File: src/rtl/tmr_pkg.sv
// Shared constants for the IOBUS timer/interrupt block.
//   Register offsets are word indices (ADDR[3:2]) within the 16-byte window.
//   CTRL bit indices select EN, RELOAD and IE within the CTRL register.
package tmr_pkg;

  localparam logic [1:0] TMR_OFF_CTRL   = 2'd0;
  localparam logic [1:0] TMR_OFF_LOAD   = 2'd1;
  localparam logic [1:0] TMR_OFF_COUNT  = 2'd2;
  localparam logic [1:0] TMR_OFF_STATUS = 2'd3;

  localparam int unsigned TMR_CTRL_EN     = 0;
  localparam int unsigned TMR_CTRL_RELOAD = 1;
  localparam int unsigned TMR_CTRL_IE     = 2;

endpackage

File: src/rtl/iobus_timer_intc_if.sv
// MCU IOBUS as seen by a peripheral.
//   TMR_IOBUS_ADDR : byte address from the MCU
//   TMR_IOBUS_OUT  : write data
//   TMR_IOBUS_WR   : one-cycle write strobe
//   TMR_IOBUS_IN   : read data returned by the peripheral
// master: the MCU side; slave: the peripheral side.
interface iobus_timer_intc_if;

  logic [31:0] TMR_IOBUS_ADDR;
  logic [31:0] TMR_IOBUS_OUT;
  logic        TMR_IOBUS_WR;
  logic [31:0] TMR_IOBUS_IN;

  modport master (
    output TMR_IOBUS_ADDR,
    output TMR_IOBUS_OUT,
    output TMR_IOBUS_WR,
    input  TMR_IOBUS_IN
  );

  modport slave (
    input  TMR_IOBUS_ADDR,
    input  TMR_IOBUS_OUT,
    input  TMR_IOBUS_WR,
    output TMR_IOBUS_IN
  );

endinterface

File: src/rtl/iobus_tmr_prescaler.sv
// Clock prescaler for the timer: counts 0..PRESCALE_DIV-1 while enabled and
// emits a one-cycle tick on the last count.
//   clk, rst_n : clock and asynchronous active-low reset
//   en         : count enable; counter holds 0 while low
//   restart    : force the counter back to 0
//   tick       : high in the cycle where the counter equals PRESCALE_DIV-1
module iobus_tmr_prescaler #(
  parameter int unsigned PRESCALE_DIV = 16
) (
  input  logic clk,
  input  logic rst_n,
  input  logic en,
  input  logic restart,
  output logic tick
);

  localparam int unsigned CntW = (PRESCALE_DIV > 1) ? $clog2(PRESCALE_DIV) : 1;
  localparam logic [CntW-1:0] MaxCnt = CntW'(PRESCALE_DIV - 1);

  logic [CntW-1:0] cnt_q, cnt_d;

  assign tick = en && (cnt_q == MaxCnt);

  always_comb begin
    cnt_d = cnt_q + CntW'(1);
    if (!en || restart || tick) begin
      cnt_d = '0;
    end
  end

  always_ff @(posedge clk or negedge rst_n) begin
    if (!rst_n) begin
      cnt_q <= '0;
    end else begin
      cnt_q <= cnt_d;
    end
  end

endmodule

File: src/rtl/iobus_timer_intc.sv
// Memory-mapped countdown timer with level interrupt on the MCU IOBUS.
//   TMR_clk, TMR_RST_n : clock and asynchronous active-low reset
//   bus                : IOBUS slave (address, write data, write strobe, read data)
//   TMR_INTR           : PEND & IE, level interrupt to the MCU
// Registers: 0x0 CTRL {IE,RELOAD,EN}, 0x4 LOAD, 0x8 COUNT (ro), 0xC STATUS {PEND} (w1c).
module iobus_timer_intc
  import tmr_pkg::*;
#(
  parameter logic [31:0] BASE_ADDR    = 32'h1100_0300,
  parameter int unsigned PRESCALE_DIV = 16,
  parameter int unsigned CNT_W        = 32
) (
  input  logic                 TMR_clk,
  input  logic                 TMR_RST_n,
  iobus_timer_intc_if.slave    bus,
  output logic                 TMR_INTR
);

  logic             en_q, en_d, reload_q, reload_d, ie_q, ie_d, pend_q, pend_d;
  logic [CNT_W-1:0] load_q, load_d, count_q, count_d;
  logic             hit, wr_ctrl, wr_load, wr_status;
  logic [1:0]       off;
  logic             restart, tick, tick_eff;
  logic [31:0]      wdata;
  logic             unused_bits;

  assign wdata       = bus.TMR_IOBUS_OUT;
  assign hit         = (bus.TMR_IOBUS_ADDR[31:4] == BASE_ADDR[31:4]);
  assign off         = bus.TMR_IOBUS_ADDR[3:2];
  assign wr_ctrl     = bus.TMR_IOBUS_WR && hit && (off == TMR_OFF_CTRL);
  assign wr_load     = bus.TMR_IOBUS_WR && hit && (off == TMR_OFF_LOAD);
  assign wr_status   = bus.TMR_IOBUS_WR && hit && (off == TMR_OFF_STATUS);
  assign unused_bits = ^{bus.TMR_IOBUS_ADDR[1:0], wdata};

  // Prescaler restarts only on an EN 0->1 transition written by software.
  assign restart = wr_ctrl && wdata[TMR_CTRL_EN] && !en_q;

  // A CTRL write that clears EN swallows a coincident tick.
  assign tick_eff = tick && !(wr_ctrl && !wdata[TMR_CTRL_EN]);

  iobus_tmr_prescaler #(
    .PRESCALE_DIV (PRESCALE_DIV)
  ) u_prescaler (
    .clk     (TMR_clk),
    .rst_n   (TMR_RST_n),
    .en      (en_q),
    .restart (restart),
    .tick    (tick)
  );

  always_comb begin
    en_d     = en_q;
    reload_d = reload_q;
    ie_d     = ie_q;
    pend_d   = pend_q;
    load_d   = load_q;
    count_d  = count_q;

    // Clear first so a coincident expiry below wins.
    if (wr_status && wdata[0]) begin
      pend_d = 1'b0;
    end

    if (tick_eff) begin
      if (count_q != '0) begin
        count_d = count_q - CNT_W'(1);
      end else begin
        pend_d = 1'b1;
        if (reload_q) begin
          count_d = load_q;
        end else begin
          en_d = 1'b0;
        end
      end
    end

    if (wr_ctrl) begin
      en_d     = wdata[TMR_CTRL_EN];
      reload_d = wdata[TMR_CTRL_RELOAD];
      ie_d     = wdata[TMR_CTRL_IE];
    end

    // LOAD write overrides any decrement or reload in the same edge.
    if (wr_load) begin
      load_d  = wdata[CNT_W-1:0];
      count_d = wdata[CNT_W-1:0];
    end
  end

  always_ff @(posedge TMR_clk or negedge TMR_RST_n) begin
    if (!TMR_RST_n) begin
      en_q     <= 1'b0;
      reload_q <= 1'b0;
      ie_q     <= 1'b0;
      pend_q   <= 1'b0;
      load_q   <= '0;
      count_q  <= '0;
    end else begin
      en_q     <= en_d;
      reload_q <= reload_d;
      ie_q     <= ie_d;
      pend_q   <= pend_d;
      load_q   <= load_d;
      count_q  <= count_d;
    end
  end

  always_comb begin
    bus.TMR_IOBUS_IN = '0;
    if (hit) begin
      case (off)
        TMR_OFF_CTRL:   bus.TMR_IOBUS_IN = {29'd0, ie_q, reload_q, en_q};
        TMR_OFF_LOAD:   bus.TMR_IOBUS_IN = 32'(load_q);
        TMR_OFF_COUNT:  bus.TMR_IOBUS_IN = 32'(count_q);
        default:        bus.TMR_IOBUS_IN = {31'd0, pend_q};
      endcase
    end
  end

  assign TMR_INTR = pend_q && ie_q;

endmodule

File: src/flat_wrapper.sv
// flat-port wrapper written by rule: the top's interface ports become plain ports
module iobus_timer_intc_flat import tmr_pkg::*;
#(
  parameter logic [31:0] BASE_ADDR    = 32'h1100_0300,
  parameter int unsigned PRESCALE_DIV = 16,
  parameter int unsigned CNT_W        = 32
)
  (TMR_clk, TMR_RST_n, TMR_INTR, bus_TMR_IOBUS_ADDR, bus_TMR_IOBUS_OUT, bus_TMR_IOBUS_WR, bus_TMR_IOBUS_IN);
  iobus_timer_intc_if bus_i ();
  input  logic TMR_clk;
  input  logic TMR_RST_n;
  output logic TMR_INTR;
  input wire logic [$bits(bus_i.TMR_IOBUS_ADDR)-1:0] bus_TMR_IOBUS_ADDR;
  input wire logic [$bits(bus_i.TMR_IOBUS_OUT)-1:0] bus_TMR_IOBUS_OUT;
  input wire logic [$bits(bus_i.TMR_IOBUS_WR)-1:0] bus_TMR_IOBUS_WR;
  output wire logic [$bits(bus_i.TMR_IOBUS_IN)-1:0] bus_TMR_IOBUS_IN;
  assign bus_i.TMR_IOBUS_ADDR = bus_TMR_IOBUS_ADDR;
  assign bus_i.TMR_IOBUS_OUT = bus_TMR_IOBUS_OUT;
  assign bus_i.TMR_IOBUS_WR = bus_TMR_IOBUS_WR;
  assign bus_TMR_IOBUS_IN = bus_i.TMR_IOBUS_IN;
  iobus_timer_intc #(.BASE_ADDR(BASE_ADDR), .PRESCALE_DIV(PRESCALE_DIV), .CNT_W(CNT_W)) u_core (.TMR_clk(TMR_clk), .TMR_RST_n(TMR_RST_n), .bus(bus_i), .TMR_INTR(TMR_INTR));
endmodule
File: config.mk
export PLATFORM = sky130hd
export DESIGN_NAME = iobus_timer_intc_flat
export DESIGN_NICKNAME = d
export VERILOG_FILES = /design/src/rtl/tmr_pkg.sv /design/src/rtl/iobus_timer_intc_if.sv /design/src/rtl/iobus_tmr_prescaler.sv /design/src/rtl/iobus_timer_intc.sv /design/src/flat_wrapper.sv
export SDC_FILE = /design/constraint.sdc
export NUM_CORES = 1
export LEC_CHECK = 0
export ABC_CLOCK_PERIOD_IN_PS = 3900
export CORE_MARGIN = 2
export CORE_UTILIZATION = 52
export DETAILED_ROUTE_END_ITERATION = 10
export PLACE_DENSITY = 0.83
export SYNTH_ARGS = -nofsm -noshare
export SYNTH_HDL_FRONTEND = slang
export SYNTH_SLANG_ARGS = --single-unit
File: constraint.sdc
create_clock -name TMR_clk -period 3.9 [get_ports TMR_clk]
set_clock_uncertainty 0.2 [all_clocks]
set_input_delay 0.78 -clock TMR_clk [delete_from_list [all_inputs] [get_ports TMR_clk]]
set_output_delay 0.78 -clock TMR_clk [all_outputs]
set_load 0.05 [all_outputs]
==> results of run 1 <==
## per-stage QoR
step                cell area, sq um  total power, uW
finish                          6210             1540
global placement                5990              879
global route                    6210             1590
floorplan                       4600              785
CTS                             6210             1540
detailed placement              5990              881
## per-layer routing
metal  vias up  GRT usage  part of all wire
met4         0      0.160             0.030
met1      2318      0.357              0.39
met3        48     0.0551             0.079
li1       2222          -                 -
met5         -          0                 0
met2       255      0.490              0.50
## state kept, by name (all words and copies together), names as in the netlist
register / count
u_core.load_q: 32
u_core.en_q: 1
u_core.reload_q: 1
u_core.count_q: 32
u_core.u_prescaler.cnt_q: 4
u_core.ie_q: 1
u_core.pend_q: 1
## Yosys cell counts (6+ instances only)
library cell / instances / area (sq um)
sky130_fd_sc_hd__nand2_1: 99 / 372
sky130_fd_sc_hd__dfrtp_1: 72 / 1800
sky130_fd_sc_hd__nor2_1: 62 / 233
sky130_fd_sc_hd__o21ai_0: 53 / 265
sky130_fd_sc_hd__clkbuf_1: 33 / 124
sky130_fd_sc_hd__a22oi_1: 29 / 218
sky130_fd_sc_hd__a21oi_1: 18 / 90.1
sky130_fd_sc_hd__a2bb2oi_1: 18 / 158
sky130_fd_sc_hd__nor3_1: 18 / 90.1
sky130_fd_sc_hd__nor4_1: 18 / 113
sky130_fd_sc_hd__or3_1: 12 / 75.1
sky130_fd_sc_hd__mux2_2: 9 / 101
sky130_fd_sc_hd__mux2i_1: 9 / 90.1
sky130_fd_sc_hd__nand4_1: 9 / 56.3
sky130_fd_sc_hd__o31a_1: 9 / 78.8
sky130_fd_sc_hd__nand3_1: 7 / 35.0
sky130_fd_sc_hd__inv_1: 6 / 22.5
sky130_fd_sc_hd__nor4b_1: 6 / 52.6
sky130_fd_sc_hd__xor2_1: 6 / 52.6
## critical path, cell delays in order
cell and delay (ps):
sky130_fd_sc_hd__clkdlybuf4s50_1 390, sky130_fd_sc_hd__nand2b_1 180, sky130_fd_sc_hd__or3b_2 490, sky130_fd_sc_hd__or3_1 380, sky130_fd_sc_hd__buf_4 210, sky130_fd_sc_hd__nor2_1 240
sky130_fd_sc_hd__buf_12 170
## cell type report
class,instances,area [sq um],area share
multi-input cells,443,2600,0.419
repair buffers,116,1430,0.230
clock inverters,5,80.1,0.0129
well taps,108,135,0.0218
inverters,6,22.5,0.00363
flip-flops and latches,72,1800,0.290
clock buffers,11,141,0.0228
## how the worst max path moves through the flow
stage	start	end
after floorplan	bus_TMR_IOBUS_ADDR[11]	bus_TMR_IOBUS_IN[10]
after global placement	bus_TMR_IOBUS_ADDR[11]	bus_TMR_IOBUS_IN[15]
after detailed placement	bus_TMR_IOBUS_ADDR[11]	bus_TMR_IOBUS_IN[3]
after CTS	bus_TMR_IOBUS_ADDR[11]	bus_TMR_IOBUS_IN[3]
after global routing	bus_TMR_IOBUS_ADDR[11]	bus_TMR_IOBUS_IN[13]
final	bus_TMR_IOBUS_ADDR[11]	bus_TMR_IOBUS_IN[13]
## where the power goes
part	internal, uW	switching (uW)	total [uW]
Combinational	68.9	51.3	120
Clock	377	296	673
Sequential	746	0.0345	746
Total	1190	348	1540
## cell families (layout without fill, tap and decap cells)
kind of cell	after synthesis	count (layout)	synth area share
adder cells (fa/ha/maj)	3	3	0.00817
XOR/XNOR	8	8	0.0152
AO/OA/AOI/OAI	150	150	0.215
AND/OR/NAND/NOR	263	263	0.278
flip-flops	72	72	0.392
multiplexers	19	19	0.0465
buffers and inverters	47	138	0.0452
==> metrics list, run 1 <==
- The run finished with clean final reports.
* Post-synthesis async set-or-reset flop share: 1.00
* VDD IR-drop max: ~0.19 mV
- The path class of the tightest hold or removal check is reg -> reg.
- The die covers ~0.0096 sq mm.
* Overflow left after global routing: 0
* Sequential element share of the synthesized area: 0.392
- Yosys cell types: 51
- Drt wl/cell: 18.2 um
- Compared with the post-synthesis result, the final layout area differs by 35.1%.
* Placeable core area: 0.00864 sq mm
- Fin Hold WS: 286 ps
- For this block, the routed nets add up to 13800 um of wire.
- In this run the mean area of a mapped cell was approximately 8.2 sq um.
- Entering global routing, the biggest net connects 73 pins.
- Hold wc startpoint: u_core.u_prescaler.cnt_q[0]
* Net Count, Synth: about 630
* Final period demand of the worst path: 3840 ps
- The library cell used most frequently in the layout, excluding fill and tap cells, is sky130_fd_sc_hd__nand2_1.
* GPL Wtd Cong: 0.839
- TritonCTS clock tree: yes
- The startpoint identified for the worst register-to-register timing path is u_core.count_q[24].
- DIE HEIGHT: around 98 um
- Counting instances, the worst hold path has a depth of 1.
- Global-route wire length before repair: between 20000 and 25000 um
- Instance count of the mapped netlist: around 560
* Layout Nets: 718
- The tool flagged a number of max-cap violations equal to 0.
- Slew at the pin closest to its max-slew limit: 911 ps
- The number of global-route vias before repair is 4869.
- Before CTS, the worst setup slack after placement is roughly 70 ps.
* Final total negative setup slack: 0 ps
- Number of max-slew violations in the final report: 0
- Counting cells, the worst reg-to-reg path comes to 7.
- Dividing the final minimum period by the clock period gives 0.983.
- Clock root buffer master: sky130_fd_sc_hd__clkbuf_8
- DP Wirelength: 9230 um
* CP endpoint kind: output pin
- After detailed routing, the number of remaining DRC violations is 0.
- Setup violations remaining at the end of the flow were counted as 0.
- In this run the deepest clock path goes through 2 buffers.
- Residual antenna-violating net count after detailed routing: 0
* Setup slack of the most critical reg-to-reg path: about 540 ps
- The worst setup path is launched from an input port.
- In the final layout, the share of cells above drive strength 1 is 0.141.
- The initial utilization of the core area, before any placement, comes to 0.532.
- After clock tree synthesis, the clock-pin slew on the worst setup and hold paths is 80 ps.
- Critical Path AT: between 2000 and 3000 ps
* Power density over the cells: 248 mW/mm^2
* Endpoint with the worst hold slack: u_core.u_prescaler.cnt_q[0]
* Violation count after the first detailed-routing iteration: 485
* Vias after detailed routing: about 4800
- Io pins: 100
- Die outline width: roughly 98 um
- Cells after DPL: between 700 and 800
- Primary flip-flop cell chosen by synthesis mapping: sky130_fd_sc_hd__dfrtp_1
* Peak clock frequency supported by timing: 0.261 GHz
- Clock tree synthesis inserted a total of 9 buffers.
* Total number of H-tree levels: 3
- The synthesized netlist occupies a cell area of 0.00460 sq mm.
- Number of synthesized flops with an enable pin: 0
* Category of the most critical setup path: in -> out
- Setup repair after global routing left no endpoint under its margin.
* Count of fill cells added during filler insertion: about 630
* Required time of the critical path: just under 3000 ps
- Synth warnings: 0
- After detailed routing, the number of vias per cell comes to 6.36.
- For this run, the total global-route usage over all layers was measured as 0.293.
- Commonest cells after routing, fill and taps aside: 99 x sky130_fd_sc_hd__nand2_1, 72 x sky130_fd_sc_hd__dfrtp_1, 64 x sky130_fd_sc_hd__clkdlybuf4s50_1, 61 x sky130_fd_sc_hd__nor2_1, 53 x sky130_fd_sc_hd__o21ai_0
- Placement Rows: 34
* Headroom to the max-slew limit: 0.392
* Worst-Skew Late Latency: 370 ps
* Setup WS post-layout: between 60 and 70 ps
- The synthesized design contains 72 register bits.
- Measured on the finished design, the core utilization comes to 0.719.
- FF-to-FF End: u_core.count_q[27]
- Number of diodes added for antenna fixing: 0
* Crit-path max FO: 16
* Pre-Repair DR Iteration Count: 6
- Antenna violations before repair: 0
- Count of input and output buffers: 97
- The finished layout holds 761 standard cells, fillers aside.
- In this run, post-CTS hold repair placed 0 buffers.
* Post-CTS setup buffers: 0
- Clock tree synthesis found a total of a little over 70 sinks.
- Once the clock tree was built, the resizer swapped 0 gates to a different size.
- The analysis attributes to cell leakage a power of between 0.002 and 0.003 uW.
- Count of final hold-check violations: 0
Note: power is estimated with default switching activity, not from simulation.
==> inputs of run 2 (changes only) <==
- CORE_UTILIZATION: 52 -> 30
- PLACE_DENSITY: 0.83 -> 0.53
==> metrics list, run 2 (same netlist as run 1, synthesis figures left out) <==
- The total setup violations reported at the end of the flow was 0 (unchanged).
- The register area was 0.00180 sq mm (unchanged).
* GPL Wtd Cong: 0.815 (-2.9%)
- In the layout the commonest cells are 99 x sky130_fd_sc_hd__nand2_1, 72 x sky130_fd_sc_hd__dfrtp_1, 64 x sky130_fd_sc_hd__clkdlybuf4s50_1, 53 x sky130_fd_sc_hd__o21ai_0, 46 x sky130_fd_sc_hd__nor2_1.
- Most common cell after layout, fill and taps aside: sky130_fd_sc_hd__nand2_1
- Pin count of the biggest net entering global routing: 53 (-27%)
- The number of placed instances, taps included is 830 (+11%).
- Final non-filler cell area: 0.00651 sq mm (+4.8%)
- Area growth, synth to finish: 41.6%
- Total number of H-tree levels: 3 (unchanged)
- The upper clock frequency limit is 0.257 GHz (-1.3%).
- Die outline width: 128 um (+30%)
- Clock buffer depth: 2 (unchanged)
- Portion of the clock cycle consumed by the worst path in the final layout: 0.997 (+0.0133)
- Global Route Usage Sum: 0.182 (-0.111)
* CP endpoint kind: output pin
* Fraction of final layout cells with drive strength greater than 1: 0.169 (+0.0278)
* Vias after detailed routing: 4585 (-5.3%)
- The clock latency of the later-clocked register in the worst-skew pair came to 330 ps (-40 ps).
* Max-cap violation count: 0 (unchanged)
- The number of global-route vias before repair is 4710 (-3.3%).
* Power density over the cells: 276 mW/mm^2 (+11%)
- Layout Cells excl Fill: 846 (+11%)
* Met2 WL post-DR: 7160 um (+4.3%)
- The I/O pin count is 100 (unchanged).
- Setup repair after global routing could not meet its margin everywhere.
- Hold wc startpoint: u_core.u_prescaler.cnt_q[0]
- The transition time at the pin with the least slew margin is 943 ps (+31.4 ps).
- Number of diodes added for antenna fixing: 0 (unchanged)
- The critical path is of the in -> out type.
- Met1 wire length: 6610 um (+21%)
- The hold buffer count at CTS was 0 (unchanged).
- Starting density of the core: 0.305 (-0.228)
- DP Wirelength: 10100 um (+9.1%)
- Required time of the critical path: 2920 ps (about the same)
- The final routed wire length divided by cell count was 17.3 um (-4.9%).
- Depth of the worst register-to-register path: 6 (-1)
- The global-route wire length before repair was 23800 um (+4.0%).
* Residual antenna-violating net count after detailed routing: 0 (unchanged)
- The number of antenna violations at the first check in global routing is 0 (unchanged).
* Number of buffers created by CTS: 9 (unchanged)
- The area of the multi-input gates came to 0.00264 sq mm (+1.4%).
- Top flop regs: u_core.count_q (32), u_core.load_q (32), u_core.u_prescaler.cnt_q (4)
* Clock root buffer master: sky130_fd_sc_hd__clkbuf_16
- TritonCTS clock tree: yes
- The number of port buffers was 97 (unchanged).
- The maximum fanout along the worst path is 16 (unchanged).
* Layout Nets: 723 (+0.70%)
* VDD IR-drop max: 0.234 mV (+22%)
* Leakage power: 0.00262 uW (+3.3%)
- Critical Path AT: 2910 ps (+50 ps)
- Overflow left after global routing: 0 (unchanged)
- STA classifies the critical path startpoint as an input port.
- The placeable core area was 0.0151 sq mm (+75%).
- Count of fill cells added during filler insertion: 1495 (+140%)
- The via-per-instance ratio came to 5.42 (-15%).
- The min-delay analysis places its worst path in the category reg -> reg.
* Headroom to the max-slew limit: 0.371 (-0.0210)
- Endpoint with the worst hold slack: u_core.u_prescaler.cnt_q[0]
- Hold Path Cell Cnt: 1 (unchanged)
- The max-slew violation count came to 0 (unchanged).
- The clock-pin slew on the worst setup and hold paths came to 60 ps (-20 ps).
* Result of the run: finished, final reports clean
* Setup slack of the most critical reg-to-reg path: 570 ps (+30 ps)
- The number of clock sinks is 72 (unchanged).
- Total die area: 0.0163 sq mm (+70%)
- Area of placed instances: 0.00614 sq mm (+2.5%)
- Total routed wirelength: 14600 um (+5.7%)
* Met3 Routed Length: 648 um (-41%)
* R2r startpoint: u_core.count_q[24]
- Count of final hold-check violations: 0 (unchanged)
* FF-to-FF End: u_core.count_q[6]
* Top Layer Used: met4
- Pre-Repair DR Iteration Count: 4 (-2)
* Violation count after the first detailed-routing iteration: 254 (-48%)
- Placement Rows: 45 (+32%)
- DIE HEIGHT: 128 um (+30%)
- DRC Markers: 0 (unchanged)
- Final period demand of the worst path: 3890 ps (+51.9 ps)
==> run 2: cell count changes in the layout (fill, tap and decap cells not counted) <==
cell	before	now
sky130_fd_sc_hd__buf_12	32	33
sky130_fd_sc_hd__buf_4	19	23
sky130_fd_sc_hd__clkbuf_1	1	2
sky130_fd_sc_hd__clkbuf_16	0	9
sky130_fd_sc_hd__clkbuf_8	10	3
sky130_fd_sc_hd__clkinv_2	1	0
sky130_fd_sc_hd__clkinvlp_4	2	0
sky130_fd_sc_hd__nor2_1	61	46
sky130_fd_sc_hd__nor2_2	1	16
==> run 2: layer usage <==
layer / vias up / GRT usage
met5: - / 0
met3: 13 / 0.0371
met2: 115 / 0.309
met4: 0 / 0.0524
li1: 2243 / -
met1: 2214 / 0.234
==> run 2: timing repair <==
action	in CTS	in global routing
endpoints found under the setup margin	0	31
buffers inserted	0	0
resized for setup	0	16
==> run 2: worst max-delay path: stages <==
cell                              delay, ps
sky130_fd_sc_hd__clkdlybuf4s50_1        390
sky130_fd_sc_hd__nand2b_1               180
sky130_fd_sc_hd__or3b_2                 510
sky130_fd_sc_hd__or3_1                  430
sky130_fd_sc_hd__buf_4                  220
sky130_fd_sc_hd__nor2_1                 230
sky130_fd_sc_hd__buf_12                 170
==> run 2: cell type report <==
| cell class | count | share of cell area |
|---|---|---|
| clock buffers | 14 | 0.0421 |
| flip-flops and latches | 72 | 0.277 |
| well taps | 188 | 0.0361 |
| repair buffers | 121 | 0.227 |
| inverters | 6 | 0.00346 |
| clock inverters | 2 | 0.00923 |
| multi-input cells | 443 | 0.405 |
==> run 2: power by group <==
| part | internal [uW] | switching, uW |
|---|---|---|
| clock | 613 | 311 |
| combinational | 70.4 | 55.2 |
| sequential | 747 | 0.0340 |
==> run 2: worst max path at each step <==
stage	from	to	slack [ps]	cells past startpoint
after floorplan	bus_TMR_IOBUS_ADDR[11]	bus_TMR_IOBUS_IN[10]	190	6
after global placement	bus_TMR_IOBUS_ADDR[11]	bus_TMR_IOBUS_IN[16]	70	7
after detailed placement	bus_TMR_IOBUS_ADDR[11]	bus_TMR_IOBUS_IN[18]	7	7
after CTS	bus_TMR_IOBUS_ADDR[11]	bus_TMR_IOBUS_IN[18]	5	7
after global routing	bus_TMR_IOBUS_ADDR[11]	bus_TMR_IOBUS_IN[30]	-70	7
final	bus_TMR_IOBUS_ADDR[11]	bus_TMR_IOBUS_IN[29]	10	7
==> run 2: stage by stage <==
step	worst slack, ps	hold slack (ps)	total power [uW]	util	setup TNS, ps
floorplan	190	249	785	-	0
global placement	68.6	270	885	0.407	0
detailed placement	7.25	283	886	0.407	0
CTS	5.11	290	1820	0.429	0
global route	-68.7	314	1860	0.431	-961
finish	12.9	284	1800	0.431	0
==> inputs of run 3 (changes only) <==
- ABC_AREA: unset -> 1
- PLACE_DENSITY: 0.53 -> 0.52
==> metrics list, run 3 <==
* Result of the run: finished, final reports clean
- The final critical-path setup slack came to 328 ps (+315 ps).
- The final core utilization was 0.402 (-0.0295).
- The required time reported for the critical path endpoint is 2920 ps (about the same).
- Sequential element share of the synthesized area: 0.333 (-0.0591)
- The register area was 0.00180 sq mm (unchanged).
* Headroom to the max-slew limit: 0.361 (-0.0103)
- Post-synthesis async set-or-reset flop share: 1.00 (unchanged)
- The number of antenna violations at the first check in global routing came to 0 (unchanged).
* Commonest cells after routing, fill and taps aside: 333 x sky130_fd_sc_hd__nand2_1, 146 x sky130_fd_sc_hd__nand3_1, 90 x sky130_fd_sc_hd__nor2_1, 79 x sky130_fd_sc_hd__inv_1, 72 x sky130_fd_sc_hd__dfrtp_1
- Io pins: 100 (unchanged)
- Top flop regs: u_core.count_q (32), u_core.load_q (32), u_core.u_prescaler.cnt_q (4)
- Net Count, Synth: 952 (+51%)
- The cell count after synthesis came to 882 (+57%).
- Final total negative setup slack: 0 ps (unchanged)
- FF-to-FF End: u_core.count_q[10]
- The area share of the largest cell type after synthesis was 0.333 (-0.0591).
* Final non-filler cell area: 0.00717 sq mm (+10%)
* Endpoint with the worst hold slack: u_core.u_prescaler.cnt_q[0]
- In this run the critical register-to-register path is launched from u_core.count_q[5].
- TritonCTS built the clock tree.
- The area growth from synthesis to layout is 32.5%.
- The number of hold violations in the final report is 0 (unchanged).
* GR Util met3: 0.0236 (-0.0136)
- The max-slew violation count was 0 (unchanged).
* Number of synthesized flops with an enable pin: 0 (unchanged)
* Number of buffers created by CTS: 9 (unchanged)
- DRC Markers: 0 (unchanged)
- The initial detailed-routing violation count is 311 (+22%).
- Hold Path Cell Cnt: 1 (unchanged)
- Setup slack of the most critical reg-to-reg path: 1090 ps (+520 ps)
* Number of hold buffers added after cts: 0 (unchanged)
* Cells after DPL: 1182 (+42%)
* Placement Rows: 49 (+8.9%)
- The static leakage came to 0.00341 uW (+30%).
- The via-per-instance ratio was 4.77 (-12%).
- The worst setup path is captured at an output pin.
* Total area of multi-input combinational cells: 0.00312 sq mm (+18%)
- The mean cell area of the mapped netlist came to 6.14 sq um (-25%).
- Vias after detailed routing: 5715 (+25%)
- Crit-path max FO: 16 (unchanged)
- The global-route wire length before repair is 28500 um (+19%).
- The max-capacitance violation count came to 0 (unchanged).
- Pre-Repair DR Iteration Count: 5 (+1)
* Starting density of the core: 0.303 (-0.00126)
- The power per cell area is 230 mW/mm^2 (-17%).
- Resized cells post-CTS: 0 (unchanged)
* Setup repair after global routing missed its margin: false
- The fraction of layout cells with a size suffix above 1 is 0.0806 (-0.0881).
- The total setup violations reported at the end of the flow was 0 (unchanged).
- Category of the most critical setup path: in -> out
- Count of fill cells added during filler insertion: 1912 (+28%)
- By area the synthesized netlist is led by sky130_fd_sc_hd__dfrtp_1 33%, sky130_fd_sc_hd__nand2_1 23%, sky130_fd_sc_hd__nand3_1 14%.
* Overflow left after global routing: 0 (unchanged)
- The post-placement setup slack was 310 ps (+303 ps).
- The number of clock sinks came to 72 (unchanged).
- Clock root buffer master: sky130_fd_sc_hd__clkbuf_16
- Post-CTS setup buffers: 0 (unchanged)
* Residual antenna-violating net count after detailed routing: 0 (unchanged)
* Most common cell after layout, fill and taps aside: sky130_fd_sc_hd__nand2_1
- The H-tree level count came to 3 (unchanged).
- Slew at the pin closest to its max-slew limit: 958 ps (+15.5 ps)
- Cell area after synthesis: 0.00541 sq mm (+18%)
- Total routed wirelength: 17000 um (+16%)
- Among all flip-flop cells after synthesis, the most frequent one is sky130_fd_sc_hd__dfrtp_1.
- The count of distinct cell types in the synthesized netlist was 34 (-33%).
- The final routed wire length divided by cell count was 14.2 um (-18%).
- Die outline width: 138 um (+8.2%)
- Clock slew seen by the registers of the worst setup and hold paths: 60 ps (about the same)
- The commonest cells after synthesis are 333 x sky130_fd_sc_hd__nand2_1, 147 x sky130_fd_sc_hd__nand3_1, 90 x sky130_fd_sc_hd__nor2_1.
- The shortest clock period the worst path allows after layout was 3570 ps (-315 ps).
* CP Launch Type: input port
- Layer carrying the most global-route usage: met2
* Peak clock frequency supported by timing: 0.280 GHz (+8.8%)
- Global Route Usage Sum: 0.180 (-0.00146)
- Synth warnings: 0 (unchanged)
- The met1 track demand over resource in global routing is 0.254 (+0.0198).
- DP Wirelength: 12400 um (+23%)
- The met2 usage in global routing is 0.290 (-0.0189).
- The height of the die was 138 um (+8.2%).
- Total die area: 0.0191 sq mm (+17%)
- Most frequent cell after synthesis: sky130_fd_sc_hd__nand2_1
- Portion of the clock cycle consumed by the worst path in the final layout: 0.916 (-0.0808)
- The maximum root-to-sink buffer count was 2 (unchanged).
- Placeable core area: 0.0178 sq mm (+18%)
- The maximum VDD drop was 0.160 mV (-32%).
- The number of port buffers was 97 (unchanged).
- The number of inserted diodes is 0 (unchanged).
- Library cell with the largest summed area after synthesis: sky130_fd_sc_hd__dfrtp_1
- GPL Wtd Cong: 0.911 (+12%)
* Area of placed instances: 0.00690 sq mm (+13%)
- Number of synthesized register bits: 72 (unchanged)
- The worst-case reg-to-reg path depth came to 9 (+3).
- Pin count of the biggest net entering global routing: 73 (+38%)
- Hold wc startpoint: u_core.u_prescaler.cnt_q[0]
- Number of global-route vias before repair: 5484 (+16%)
- Kind of path behind the tightest hold check: reg -> reg
* Layout Cells excl Fill: 1197 (+41%)
- Layout Nets: 1034 (+43%)
- Worst-Skew Late Latency: 340 ps (about the same)
- The signal arrival time at the worst endpoint was 2590 ps (-320 ps).
-- run 3: layout make-up --
type | instances | share of cell area
clock buffer | 15 | 0.0373
inverter | 82 | 0.0429
tap | 229 | 0.0400
multi-input combinational | 690 | 0.434
timing repair buffer | 109 | 0.194
sequential | 72 | 0.251
-- run 3: routing by layer --
metal	part of all wire	vias to the layer above	wire [um]
met5	0	-	0
li1	-	2977	-
met1	0.49	2605	8370
met3	0.041	13	692
met4	0.014	0	233
met2	0.45	120	7700
-- run 3: worst max-delay path: stages --
cell and delay (ps):
sky130_fd_sc_hd__clkdlybuf4s50_1 420, sky130_fd_sc_hd__nor2_1 120, sky130_fd_sc_hd__nand3_1 80, sky130_fd_sc_hd__nor2_1 140, sky130_fd_sc_hd__nand2_1 70, sky130_fd_sc_hd__nor2_1 200, sky130_fd_sc_hd__inv_1 90, sky130_fd_sc_hd__buf_4 210
sky130_fd_sc_hd__a21oi_1 300, sky130_fd_sc_hd__buf_12 180
-- run 3: worst max-delay path by stage --
stage | from | end | slack (ps) | cells past startpoint
6_report | bus_TMR_IOBUS_ADDR[27] | bus_TMR_IOBUS_IN[31] | 330 | 10
4_1_cts | bus_TMR_IOBUS_ADDR[27] | bus_TMR_IOBUS_IN[31] | 300 | 10
5_1_grt | bus_TMR_IOBUS_ADDR[27] | bus_TMR_IOBUS_IN[16] | 110 | 10
3_5_place_dp | bus_TMR_IOBUS_ADDR[27] | bus_TMR_IOBUS_IN[31] | 310 | 10
2_1_floorplan | bus_TMR_IOBUS_ADDR[23] | bus_TMR_IOBUS_IN[24] | 620 | 8
3_3_place_gp | bus_TMR_IOBUS_ADDR[27] | bus_TMR_IOBUS_IN[31] | 300 | 10
-- run 3: cells by family after synthesis --
kind of cell / Yosys count / synth area share
simple gates: 612 / 0.492
fa+ha+maj: 3 / 0.00694
compound gates: 71 / 0.0696
xor+xnor: 4 / 0.00647
flops: 72 / 0.333
buf+inv: 120 / 0.0925
-- run 3: through the flow --
step                      hold slack (ps)  power [uW]
after floorplan                       233         798
after global placement                259         895
final                                 261        1650
after global routing                  324        1710
after detailed placement              257         896
after CTS                             265        1670
-- run 3: report_power, final --
part | total, uW | switching (uW) | internal [uW]
sequential | 748 | 0.0434 | 747
clock | 770 | 307 | 463
combinational | 132 | 61.1 | 71.2
total | 1650 | 368 | 1280
